$ cat src/rtl/button_led_ctrl_if.sv
// Button/LED channel bundle: raw buttons and mode in, press pulses, levels and LEDs out.
interface button_led_ctrl_if #(
  parameter int unsigned NUM_CH = 2
);
  logic [NUM_CH-1:0] i_BUT;
  logic [1:0]        i_MODE;
  logic [NUM_CH-1:0] o_PRESS;
  logic [NUM_CH-1:0] o_STATE;
  logic [NUM_CH-1:0] o_LED;

  modport master (
    output i_BUT,
    output i_MODE,
    input  o_PRESS,
    input  o_STATE,
    input  o_LED
  );

  modport slave (
    input  i_BUT,
    input  i_MODE,
    output o_PRESS,
    output o_STATE,
    output o_LED
  );
endinterface

$ cat src/rtl/button_led_ctrl.sv
// Multi-channel button front end (sync, debounce, press detect) driving a
// mode-selected LED controller: toggle, momentary, blink or exclusive select.
module button_led_ctrl #(
  parameter int unsigned NUM_CH          = 2,
  parameter int unsigned DEBOUNCE_CYCLES = 250000,
  parameter int unsigned BLINK_CYCLES    = 6250000,
  parameter bit          ACTIVE_LOW      = 1'b1
) (
  input logic               CLK,
  input logic               RST_N,
  button_led_ctrl_if.slave  bus
);

  localparam int unsigned DBW = $clog2(DEBOUNCE_CYCLES);
  localparam int unsigned BBW = $clog2(BLINK_CYCLES);
  localparam logic [NUM_CH-1:0] IDLE = {NUM_CH{ACTIVE_LOW}};
  localparam logic [DBW-1:0] DB_LAST = DBW'(DEBOUNCE_CYCLES - 1);
  localparam logic [BBW-1:0] BL_LAST = BBW'(BLINK_CYCLES - 1);

  logic [NUM_CH-1:0] sync1, sync2, stable, stable_d;
  logic [DBW-1:0]    db_cnt    [NUM_CH];
  logic [DBW-1:0]    db_cnt_nx [NUM_CH];
  logic [NUM_CH-1:0] stable_nx;
  logic [NUM_CH-1:0] led_state, led_state_nx;
  logic [NUM_CH-1:0] press, state, led;
  logic [NUM_CH-1:0] led_nx;
  logic [NUM_CH-1:0] pressed_now, pressed_prev, press_ev;
  logic [NUM_CH-1:0] onehot;
  logic              found;
  logic [BBW-1:0]    blink_cnt, blink_cnt_nx;
  logic              blink_phase, blink_phase_nx;

  assign bus.o_PRESS = press;
  assign bus.o_STATE = state;
  assign bus.o_LED   = led;

  // Polarity-normalised debounced level and the idle-to-pressed edge of it.
  always_comb begin
    pressed_now  = stable ^ IDLE;
    pressed_prev = stable_d ^ IDLE;
    press_ev     = pressed_now & ~pressed_prev;
  end

  // Debounce: accept sync2 after DEBOUNCE_CYCLES consecutive mismatching edges.
  always_comb begin
    stable_nx = stable;
    for (int i = 0; i < int'(NUM_CH); i++) begin
      db_cnt_nx[i] = '0;
      if (sync2[i] != stable[i]) begin
        if (db_cnt[i] == DB_LAST) begin
          stable_nx[i] = sync2[i];
        end else begin
          db_cnt_nx[i] = db_cnt[i] + DBW'(1);
        end
      end
    end
  end

  // LED state update on press events; exclusive mode resolves to the lowest channel.
  always_comb begin
    led_state_nx = led_state;
    onehot       = '0;
    found        = 1'b0;
    for (int i = 0; i < int'(NUM_CH); i++) begin
      if (press_ev[i] && !found) begin
        found     = 1'b1;
        onehot[i] = 1'b1;
      end
    end
    case (bus.i_MODE)
      2'b01: led_state_nx = led_state;
      2'b11: begin
        if (found) begin
          led_state_nx = (led_state == onehot) ? '0 : onehot;
        end
      end
      default: led_state_nx = led_state ^ press_ev;
    endcase
  end

  // Free-running blink timebase; phase flips every BLINK_CYCLES edges.
  always_comb begin
    blink_cnt_nx   = blink_cnt + BBW'(1);
    blink_phase_nx = blink_phase;
    if (blink_cnt == BL_LAST) begin
      blink_cnt_nx   = '0;
      blink_phase_nx = ~blink_phase;
    end
  end

  // LED decode from next-state values so every output stays a plain register.
  always_comb begin
    case (bus.i_MODE)
      2'b01:   led_nx = pressed_now;
      2'b10:   led_nx = led_state_nx & {NUM_CH{blink_phase_nx}};
      default: led_nx = led_state_nx;
    endcase
  end

  // State registers with synchronous active-low reset.
  always_ff @(posedge CLK) begin
    if (!RST_N) begin
      sync1       <= IDLE;
      sync2       <= IDLE;
      stable      <= IDLE;
      stable_d    <= IDLE;
      for (int i = 0; i < int'(NUM_CH); i++) begin
        db_cnt[i] <= '0;
      end
      led_state   <= '0;
      press       <= '0;
      state       <= '0;
      led         <= '0;
      blink_cnt   <= '0;
      blink_phase <= 1'b1;
    end else begin
      sync1       <= bus.i_BUT;
      sync2       <= sync1;
      stable      <= stable_nx;
      stable_d    <= stable;
      for (int i = 0; i < int'(NUM_CH); i++) begin
        db_cnt[i] <= db_cnt_nx[i];
      end
      led_state   <= led_state_nx;
      press       <= press_ev;
      state       <= pressed_now;
      led         <= led_nx;
      blink_cnt   <= blink_cnt_nx;
      blink_phase <= blink_phase_nx;
    end
  end

endmodule
$ cat src/flat_wrapper.sv
// flat-port wrapper written by rule: the top's interface ports become plain ports
module button_led_ctrl_flat 
#(
  parameter int unsigned NUM_CH          = 2,
  parameter int unsigned DEBOUNCE_CYCLES = 250000,
  parameter int unsigned BLINK_CYCLES    = 6250000,
  parameter bit          ACTIVE_LOW      = 1'b1
)
  (CLK, RST_N, bus_i_BUT, bus_i_MODE, bus_o_PRESS, bus_o_STATE, bus_o_LED);
  button_led_ctrl_if #(.NUM_CH(NUM_CH)) bus_i ();
  input logic CLK;
  input logic RST_N;
  input wire logic [$bits(bus_i.i_BUT)-1:0] bus_i_BUT;
  input wire logic [$bits(bus_i.i_MODE)-1:0] bus_i_MODE;
  output wire logic [$bits(bus_i.o_PRESS)-1:0] bus_o_PRESS;
  output wire logic [$bits(bus_i.o_STATE)-1:0] bus_o_STATE;
  output wire logic [$bits(bus_i.o_LED)-1:0] bus_o_LED;
  assign bus_i.i_BUT = bus_i_BUT;
  assign bus_i.i_MODE = bus_i_MODE;
  assign bus_o_PRESS = bus_i.o_PRESS;
  assign bus_o_STATE = bus_i.o_STATE;
  assign bus_o_LED = bus_i.o_LED;
  button_led_ctrl #(.NUM_CH(NUM_CH), .DEBOUNCE_CYCLES(DEBOUNCE_CYCLES), .BLINK_CYCLES(BLINK_CYCLES), .ACTIVE_LOW(ACTIVE_LOW)) u_core (.CLK(CLK), .RST_N(RST_N), .bus(bus_i));
endmodule
$ cat config.mk
export PLATFORM = sky130hd
export DESIGN_NAME = button_led_ctrl_flat
export DESIGN_NICKNAME = d
export VERILOG_FILES = /design/src/rtl/button_led_ctrl_if.sv /design/src/rtl/button_led_ctrl.sv /design/src/flat_wrapper.sv
export SDC_FILE = /design/constraint.sdc
export NUM_CORES = 1
export LEC_CHECK = 0
export ABC_AREA = 0
export CAP_MARGIN = 20
export CORE_ASPECT_RATIO = 1.5
export CORE_MARGIN = 1.5
export CORE_UTILIZATION = 45
export CTS_CLUSTER_SIZE = 20
export DETAILED_ROUTE_END_ITERATION = 10
export PLACE_DENSITY = 0.66
export SYNTH_ARGS = -nofsm -noshare
export SYNTH_HDL_FRONTEND = slang
export SYNTH_SLANG_ARGS = --single-unit
$ cat constraint.sdc
create_clock -name CLK -period 1.95 [get_ports CLK]
set_input_delay 0.2925 -clock CLK [delete_from_list [all_inputs] [get_ports CLK]]
set_output_delay 0.2925 -clock CLK [all_outputs]
set_load 0.005 [all_outputs]
==> run_results.csv, run 1 <==
group,metric,value,unit
run_status,outcome,"completed",
global_route,grt-ovfl-total,0,
floorplan,dieHeight,107.2,um
critical_path,crit_path_end_kind,"flop",
synth,synth_top_family_by_area,"simple AND/OR/NAND/NOR gates",
synth,syn-num-nets,368,
critical_path,timing.rr.end,"u_core.blink_cnt[21]$_SDFF_PP0_",
sta,skew,0.008849,ns
placement,gp_congestion,0.7817,
global_route,top_usage_layer,"met2",
synth,synth-simple-area-share,29.30,%
critical_path,cp_data_required_time,2.18,ns
clock_tree,clock_latency,0.35,ns
clock_tree,cts_root_buffer,"clkbuf_8",
global_route,grt_use_met1,18.19,%
power_and_ir_drop,p_sw,0.6189,mW
sta,hold_viol_final,0,
critical_path,critPathKind,"reg2reg",
route,drt.antenna.violating_nets,0,
finish,num_antenna_cells,0,
critical_path,arrival,2.02,ns
power_and_ir_drop,p_seq_share,53.6,%
synth,yosys.area_share.xor_xnor,14.53,%
clock_tree,htreeDepth,3,
synth,synthDistinctLibCells,43,
route,drt_iter0_drc,142,
floorplan,die-area,7762,sq um
finish,layout-area-overhead-vs-synth,13.30,%
clock_tree,cts_setup_buffers,0,
floorplan,die_x,72.44,um
floorplan,start_util,46.86,%
global_route,grtUsageMet2,28.90,%
global_route,grt_pass1_wl,10060,um
clock_tree,cts_buffers,9,
global_route,grt_pass1_vias,2326,
critical_path,reg2reg_from,"u_core.blink_cnt[0]$_SDFF_PP0_",
synth,synth-seq-cells,76,
sta,min_period_over_period,91.88,%
finish,finalNetCount,390,
power_and_ir_drop,power_leakage,1.298,nW
sta,period_needed,1.792,ns
sta,fmax,558.1,MHz
finish,drive_above_1_share,9.162,%
power_and_ir_drop,power_density,793.7,nW/um^2
power_and_ir_drop,sw_frac_of_total,21.15,%
global_route,grt_max_degree,23,
placement,hpwlAfterDp,4022,um
global_route,antenna_found_initial,0,
sta,setup_viol,0,
route,drc,0,
critical_path,max_stage_delay,0.44,ns
synth,synthMuxAreaShare,0.6151,%
synth,synth-seq-area-share,46.75,%
finish,fin_util,53.10,%
synth,synth_area,3254,sq um
synth,synthAdderAreaFrac,2.307,%
synth,synth-main-ff-cell,"dfxtp_1",
power_and_ir_drop,peakVddDrop,0.4572,mV
critical_path,reg2regPathDepth,6,
worst_hold_path,timing.hold.worst_path_depth,1,
synth,syn_inst,356,
global_route,grt_usage,16.59,%
synth,synth_compound_area_share,3.114,%
clock_tree,cts.reportedPaths.clkPinSlew,0.08,ns
power_and_ir_drop,p_int,2.308,mW
critical_path,crit_start,"u_core.blink_cnt[0]$_SDFF_PP0_",
clock_tree,ctsHoldBuffers,0,
floorplan,rows,37,
clock_tree,cts_tree,"built",
route,viasPerCell,5.183,
worst_hold_path,hold_path.class,"reg2reg",
synth,yosys_warnings,0,
sta,rsz0062_at_grt,"no",
clock_tree,clockBufferDepth,2,
critical_path,cp_max_fo,22,
sta,worst_pin_slew,0.5616,ns
sta,maxSlewViolCount,0,
route,totalWireLength,5689,um
floorplan,io_pins,12,
global_route,grt_util_met3,4.135,%
synth,postSynthAreaPerCell,9.141,sq um
route,avgRoutedWirePerCell,12.37,um
placement,numPortBuffers,11,
critical_path,worst_path_max_delay_cell,"or3_4",
route,drtPass1Iterations,4,
synth,synth-edff-count,0,
run,drv_cap,0,
critical_path,crit_end,"u_core.blink_cnt[21]$_SDFF_PP0_",
clock_tree,cts.sinks,76,
floorplan,design.core.area,6944,sq um
clock_tree,cts_resized,0,
power_and_ir_drop,clock_power_share,44.1,%
power_and_ir_drop,combinationalPowerShare,2.3,%
critical_path,critPathLaunchType,"flop",
sta,setup_tns,0,ns
sta,slew-limit-headroom,62.21,%
critical_path,reg2reg_slack,0.16,ns
critical_path,crit_chain,"ha_1 > nand3_2 > or3_4 > o21ai_1 > buf_12 > a21oi_1",
route,vias,2384,
synth,async_flop_share,0,%
## power by group through the flow
stage	Clock [mW]	Sequential, mW	Combinational, mW
after CTS	1.32	1.57	0.0696
after detailed placement	0	1.61	0.0692
after global placement	0	1.60	0.0682
final	1.29	1.57	0.0686
after global routing	1.39	1.57	0.0773
after floorplan	0	1.60	0.0459
## cell usage in the layout (no fill, tap or decap), types with 2 or more instances in the layout
cell type	netlist	final
nor2b_1	3	3
or3_1	3	3
dfxtp_1	76	76
nand2_1	29	29
o22ai_1	2	2
nor4b_2	4	4
nor4_1	2	2
and3_1	11	11
and4_1	3	3
nand3b_1	2	2
a21oi_1	4	4
and2_1	4	4
mux2i_1	2	2
nor4b_1	2	2
nor3_1	2	2
clkinv_4	0	2
nand3_1	19	19
nor4_2	2	2
buf_4	4	7
nand2b_1	6	6
xnor2_1	19	19
nand4_1	13	13
clkbuf_8	0	9
bufinv_16	0	2
inv_1	13	13
xor2_1	35	35
o21ai_0	4	4
clkdlybuf4s50_1	0	11
nor2_1	68	68
ha_1	6	6
## kinds of logic (layout without fill, tap and decap cells)
family / after synthesis / count (layout)
flip-flops: 76 / 76
buffers and inverters: 21 / 47
adder cells (fa/ha/maj): 6 / 6
AO/OA/AOI/OAI: 16 / 16
multiplexers: 2 / 2
XOR/XNOR: 54 / 54
AND/OR/NAND/NOR: 181 / 181
## cell usage after synthesis (4+ instances only)
cell type | number | area (sq um)
a21oi_1 | 4 | 20.02
and2_1 | 4 | 25.02
and3_1 | 11 | 68.82
buf_4 | 4 | 30.03
dfxtp_1 | 76 | 1521
ha_1 | 6 | 75.07
inv_1 | 13 | 48.80
nand2_1 | 29 | 108.9
nand2b_1 | 6 | 37.54
nand3_1 | 19 | 95.09
nand4_1 | 13 | 81.33
nor2_1 | 68 | 255.2
nor4b_2 | 4 | 60.06
o21ai_0 | 4 | 20.02
xnor2_1 | 19 | 166.4
xor2_1 | 35 | 306.5
## sequential cells by signal, summed over array words and instances (netlist names), 2 cells and up
signal and cells:
u_core.blink_cnt 23, u_core.bus.o_LED 2, u_core.bus.o_PRESS 2, u_core.bus.o_STATE 2, u_core.db_cnt 36, u_core.led_state 2, u_core.stable 2, u_core.stable_d 2
u_core.sync1 2, u_core.sync2 2
## critical path, delay by kind of cell, from the launching register on
| kind | cells | cell delay [ns] |
|---|---|---|
| buffers and inverters | 1 | 0.20 |
| adders and majority gates | 1 | 0.22 |
| AOI/OAI and AO/OA | 2 | 0.30 |
| and+or+nand+nor | 2 | 0.59 |
| DFF | 1 | 0.38 |
## worst min path at each step
stage,start,end,slack [ns]
after floorplan,u_core.sync1[0]$_SDFF_PN1_,u_core.sync2[0]$_SDFF_PN1_,0.39
after global placement,u_core.sync1[0]$_SDFF_PN1_,u_core.sync2[0]$_SDFF_PN1_,0.39
after detailed placement,u_core.sync1[0]$_SDFF_PN1_,u_core.sync2[0]$_SDFF_PN1_,0.39
after CTS,u_core.sync1[0]$_SDFF_PN1_,u_core.sync2[0]$_SDFF_PN1_,0.41
after global routing,u_core.sync1[1]$_SDFF_PN1_,u_core.sync2[1]$_SDFF_PN1_,0.42
final,u_core.sync1[0]$_SDFF_PN1_,u_core.sync2[0]$_SDFF_PN1_,0.41
## through the flow
stage | area [sq um] | hold slack (ns) | worst slack, ns | instances | total power, mW
floorplan | 3254 | 0.3863 | 0.3131 | 356 | 1.649
global placement | 3473 | 0.3922 | 0.1232 | 445 | 1.673
detailed placement | 3473 | 0.3929 | -0.004478 | 445 | 1.674
CTS | 3687 | 0.4106 | 0.1389 | 460 | 2.962
global route | 3687 | 0.4212 | 0.009116 | 460 | 3.043
finish | 3687 | 0.4084 | 0.1584 | 460 | 2.927
## layer usage
metal  wire, um  up-vias
li1           -     1227
met1       2462     1129
met2       2997       19
met3        115        9
met4        113        0
met5          0        -
## layout make-up
type                       instances  area [sq um]
clock buffer                       9         123.9
inverter                          13         48.80
multi-input combinational        259          1623
sequential                        76          1521
timing repair buffer              19         182.7
clock inverter                     6         90.09
fill                             646          3257
tap                               78         97.59
Note: power is estimated with default switching activity, not from simulation.
==> run 2, diff against run 1 <==
--- a/config.mk
+++ b/config.mk
@@ -8,7 +8,7 @@
 export ABC_AREA = 0
 export CAP_MARGIN = 20
 export CORE_ASPECT_RATIO = 1.5
-export CORE_MARGIN = 1.5
+export CORE_MARGIN = 1
 export CORE_UTILIZATION = 45
 export CTS_CLUSTER_SIZE = 20
 export DETAILED_ROUTE_END_ITERATION = 10
==> run_results.csv, run 2 (synthesis results as in run 1) <==
group,metric,value,unit
sta,skew,0.008555,ns
finish,drive_above_1_share,9.399,%
sta,hold_viol_final,0,
floorplan,io_pins,12,
placement,numPortBuffers,11,
floorplan,dieHeight,106.2,um
worst_hold_path,hold_path.class,"reg2reg",
floorplan,rows,37,
critical_path,reg2regPathDepth,6,
clock_tree,ctsHoldBuffers,0,
route,vias,2372,
worst_hold_path,hold_path_end,"u_core.sync2[1]$_SDFF_PN1_",
floorplan,design.core.area,6944,sq um
sta,maxSlewViolCount,0,
global_route,grt_pass1_vias,2238,
clock_tree,clockBufferDepth,2,
worst_hold_path,timing.hold.worst_path_depth,1,
sta,worst_pin_slew,0.5631,ns
finish,regArea,1521,sq um
critical_path,arrival,1.96,ns
critical_path,crit_path_end_kind,"flop",
clock_tree,cts.reportedPaths.clkPinSlew,0.07,ns
clock_tree,cts.sinks,76,
critical_path,critPathKind,"reg2reg",
finish,multiInputGateArea,1623,sq um
sta,min_period_over_period,88.90,%
power_and_ir_drop,peakVddDrop,0.4261,mV
critical_path,cp_data_required_time,2.18,ns
global_route,grt_usage,16.00,%
global_route,grt-ovfl-total,0,
floorplan,die_x,71.44,um
run_status,outcome,"completed",
clock_tree,cts_root_buffer,"clkbuf_8",
critical_path,cp_max_fo,22,
sta,fmax,576.8,MHz
finish,num_antenna_cells,0,
finish,fillers,649,
finish,largest_register_ffs,36,
finish,finalNetCount,391,
clock_tree,clock_latency,0.34,ns
clock_tree,cts_buffers,9,
placement,gp_congestion,0.8399,
route,totalWireLength,5482,um
clock_tree,cts_resized,0,
global_route,grt_pass1_wl,9494,um
finish,reg_top3,"u_core.db_cnt (36), u_core.blink_cnt (23)",
global_route,antenna_found_initial,0,
sta,setup_tns,0,ns
power_and_ir_drop,clock_power_share,46.1,%
route,drt_iter0_drc,99,
finish,mostFrequentLayoutCell,"dfxtp_1",
power_and_ir_drop,p_seq_share,51.5,%
route,viasPerCell,5.145,
finish,layout-area-overhead-vs-synth,14.65,%
route,drt.antenna.violating_nets,0,
sta,slew-limit-headroom,62.11,%
power_and_ir_drop,p_sw,0.5767,mW
sta,setup_viol,0,
power_and_ir_drop,power_density,816.6,nW/um^2
finish,final_cell_mix,"76 x dfxtp_1, 68 x nor2_1, 35 x xor2_1",
clock_tree,cts_tree,"built",
clock_tree,htreeDepth,3,
power_and_ir_drop,sw_frac_of_total,18.93,%
run,drv_cap,0,
critical_path,reg2reg_from,"u_core.blink_cnt[1]$_SDFF_PP0_",
route,drc,0,
floorplan,start_util,46.86,%
worst_hold_path,hold_path.startpoint,"u_core.sync1[1]$_SDFF_PN1_",
critical_path,reg2reg_slack,0.22,ns
route,drtPass1Iterations,4,
sta,rsz0062_at_grt,"no",
power_and_ir_drop,power_leakage,1.326,nW
floorplan,die-area,7583,sq um
critical_path,timing.rr.end,"u_core.blink_cnt[14]$_SDFF_PP0_",
sta,period_needed,1.734,ns
route,avgRoutedWirePerCell,11.89,um
power_and_ir_drop,p_int,2.470,mW
critical_path,critPathLaunchType,"flop",
clock_tree,cts_setup_buffers,0,
sta,whs,0.4083,ns
placement,hpwlAfterDp,3898,um
finish,max_flop_register,"u_core.db_cnt",
power_and_ir_drop,combinationalPowerShare,2.4,%
global_route,grt_max_degree,23,
[run 2: changes by cell type in the layout (fill, tap and decap cells not counted), sizes merged]
cell and delta:
clkinv -1, buf +1, clkbuf +1, clkinvlp -1, bufinv +1
[run 2: area by class of cell]
class                      instances  area share, %
multi-input combinational        259          43.49
tap                               78          2.616
sequential                        76          40.78
inverter                          13          1.308
timing repair buffer              20          5.433
clock buffer                      10          3.689
clock inverter                     5          2.683
[run 2: worst max-delay path by stage]
stage | start | slack [ns] | endpoint
CTS | u_core.blink_cnt[1]$_SDFF_PP0_ | 0.20 | u_core.blink_cnt[14]$_SDFF_PP0_
global route | u_core.blink_cnt[1]$_SDFF_PP0_ | 0.06 | u_core.bus.o_LED[0]$_SDFF_PN0_
finish | u_core.blink_cnt[1]$_SDFF_PP0_ | 0.22 | u_core.blink_cnt[14]$_SDFF_PP0_
detailed placement | bus_i_MODE[0] | 0.04 | u_core.bus.o_LED[1]$_SDFF_PN0_
floorplan | u_core.blink_cnt[0]$_SDFF_PP0_ | 0.31 | u_core.blink_cnt[14]$_SDFF_PP0_
global placement | bus_i_MODE[0] | 0.12 | u_core.bus.o_LED[1]$_SDFF_PN0_
[run 2: metal layers]
layer | track usage [%] | vias up | wire length [um]
li1 | - | 1230 | -
met4 | 8.000 | 0 | 55
met1 | 17.54 | 1113 | 2430
met3 | 5.213 | 4 | 154
met5 | 0 | - | 0
met2 | 27.28 | 25 | 2842
[run 2: worst max-delay path: stages (launching register included)]
cell     delay (ns)
dfxtp_1        0.36
ha_1           0.20
nand3_2        0.15
or3_4          0.43
o21ai_1        0.23
buf_12         0.19
nor2_1         0.06
[run 2: through the flow]
step | setup WS (ns) | instances | power (mW) | cell area [sq um] | util (%)
floorplan | 0.3131 | 356 | 1.649 | 3254 | -
CTS | 0.1951 | 461 | 3.090 | 3731 | 53.73
finish | 0.2164 | 461 | 3.047 | 3731 | 53.73
detailed placement | 0.03683 | 446 | 1.678 | 3493 | 50.31
global route | 0.06435 | 461 | 3.168 | 3731 | 53.73
global placement | 0.1211 | 446 | 1.677 | 3493 | 50.31
[run 2: power by group through the flow]
| stage | clock (mW) | combinational (mW) | sequential, mW |
|---|---|---|---|
| floorplan | 0 | 0.0459 | 1.60 |
| finish | 1.41 | 0.0728 | 1.57 |
| global route | 1.52 | 0.0816 | 1.57 |
| detailed placement | 0 | 0.0737 | 1.60 |
| global placement | 0 | 0.0727 | 1.60 |
| CTS | 1.45 | 0.0739 | 1.57 |
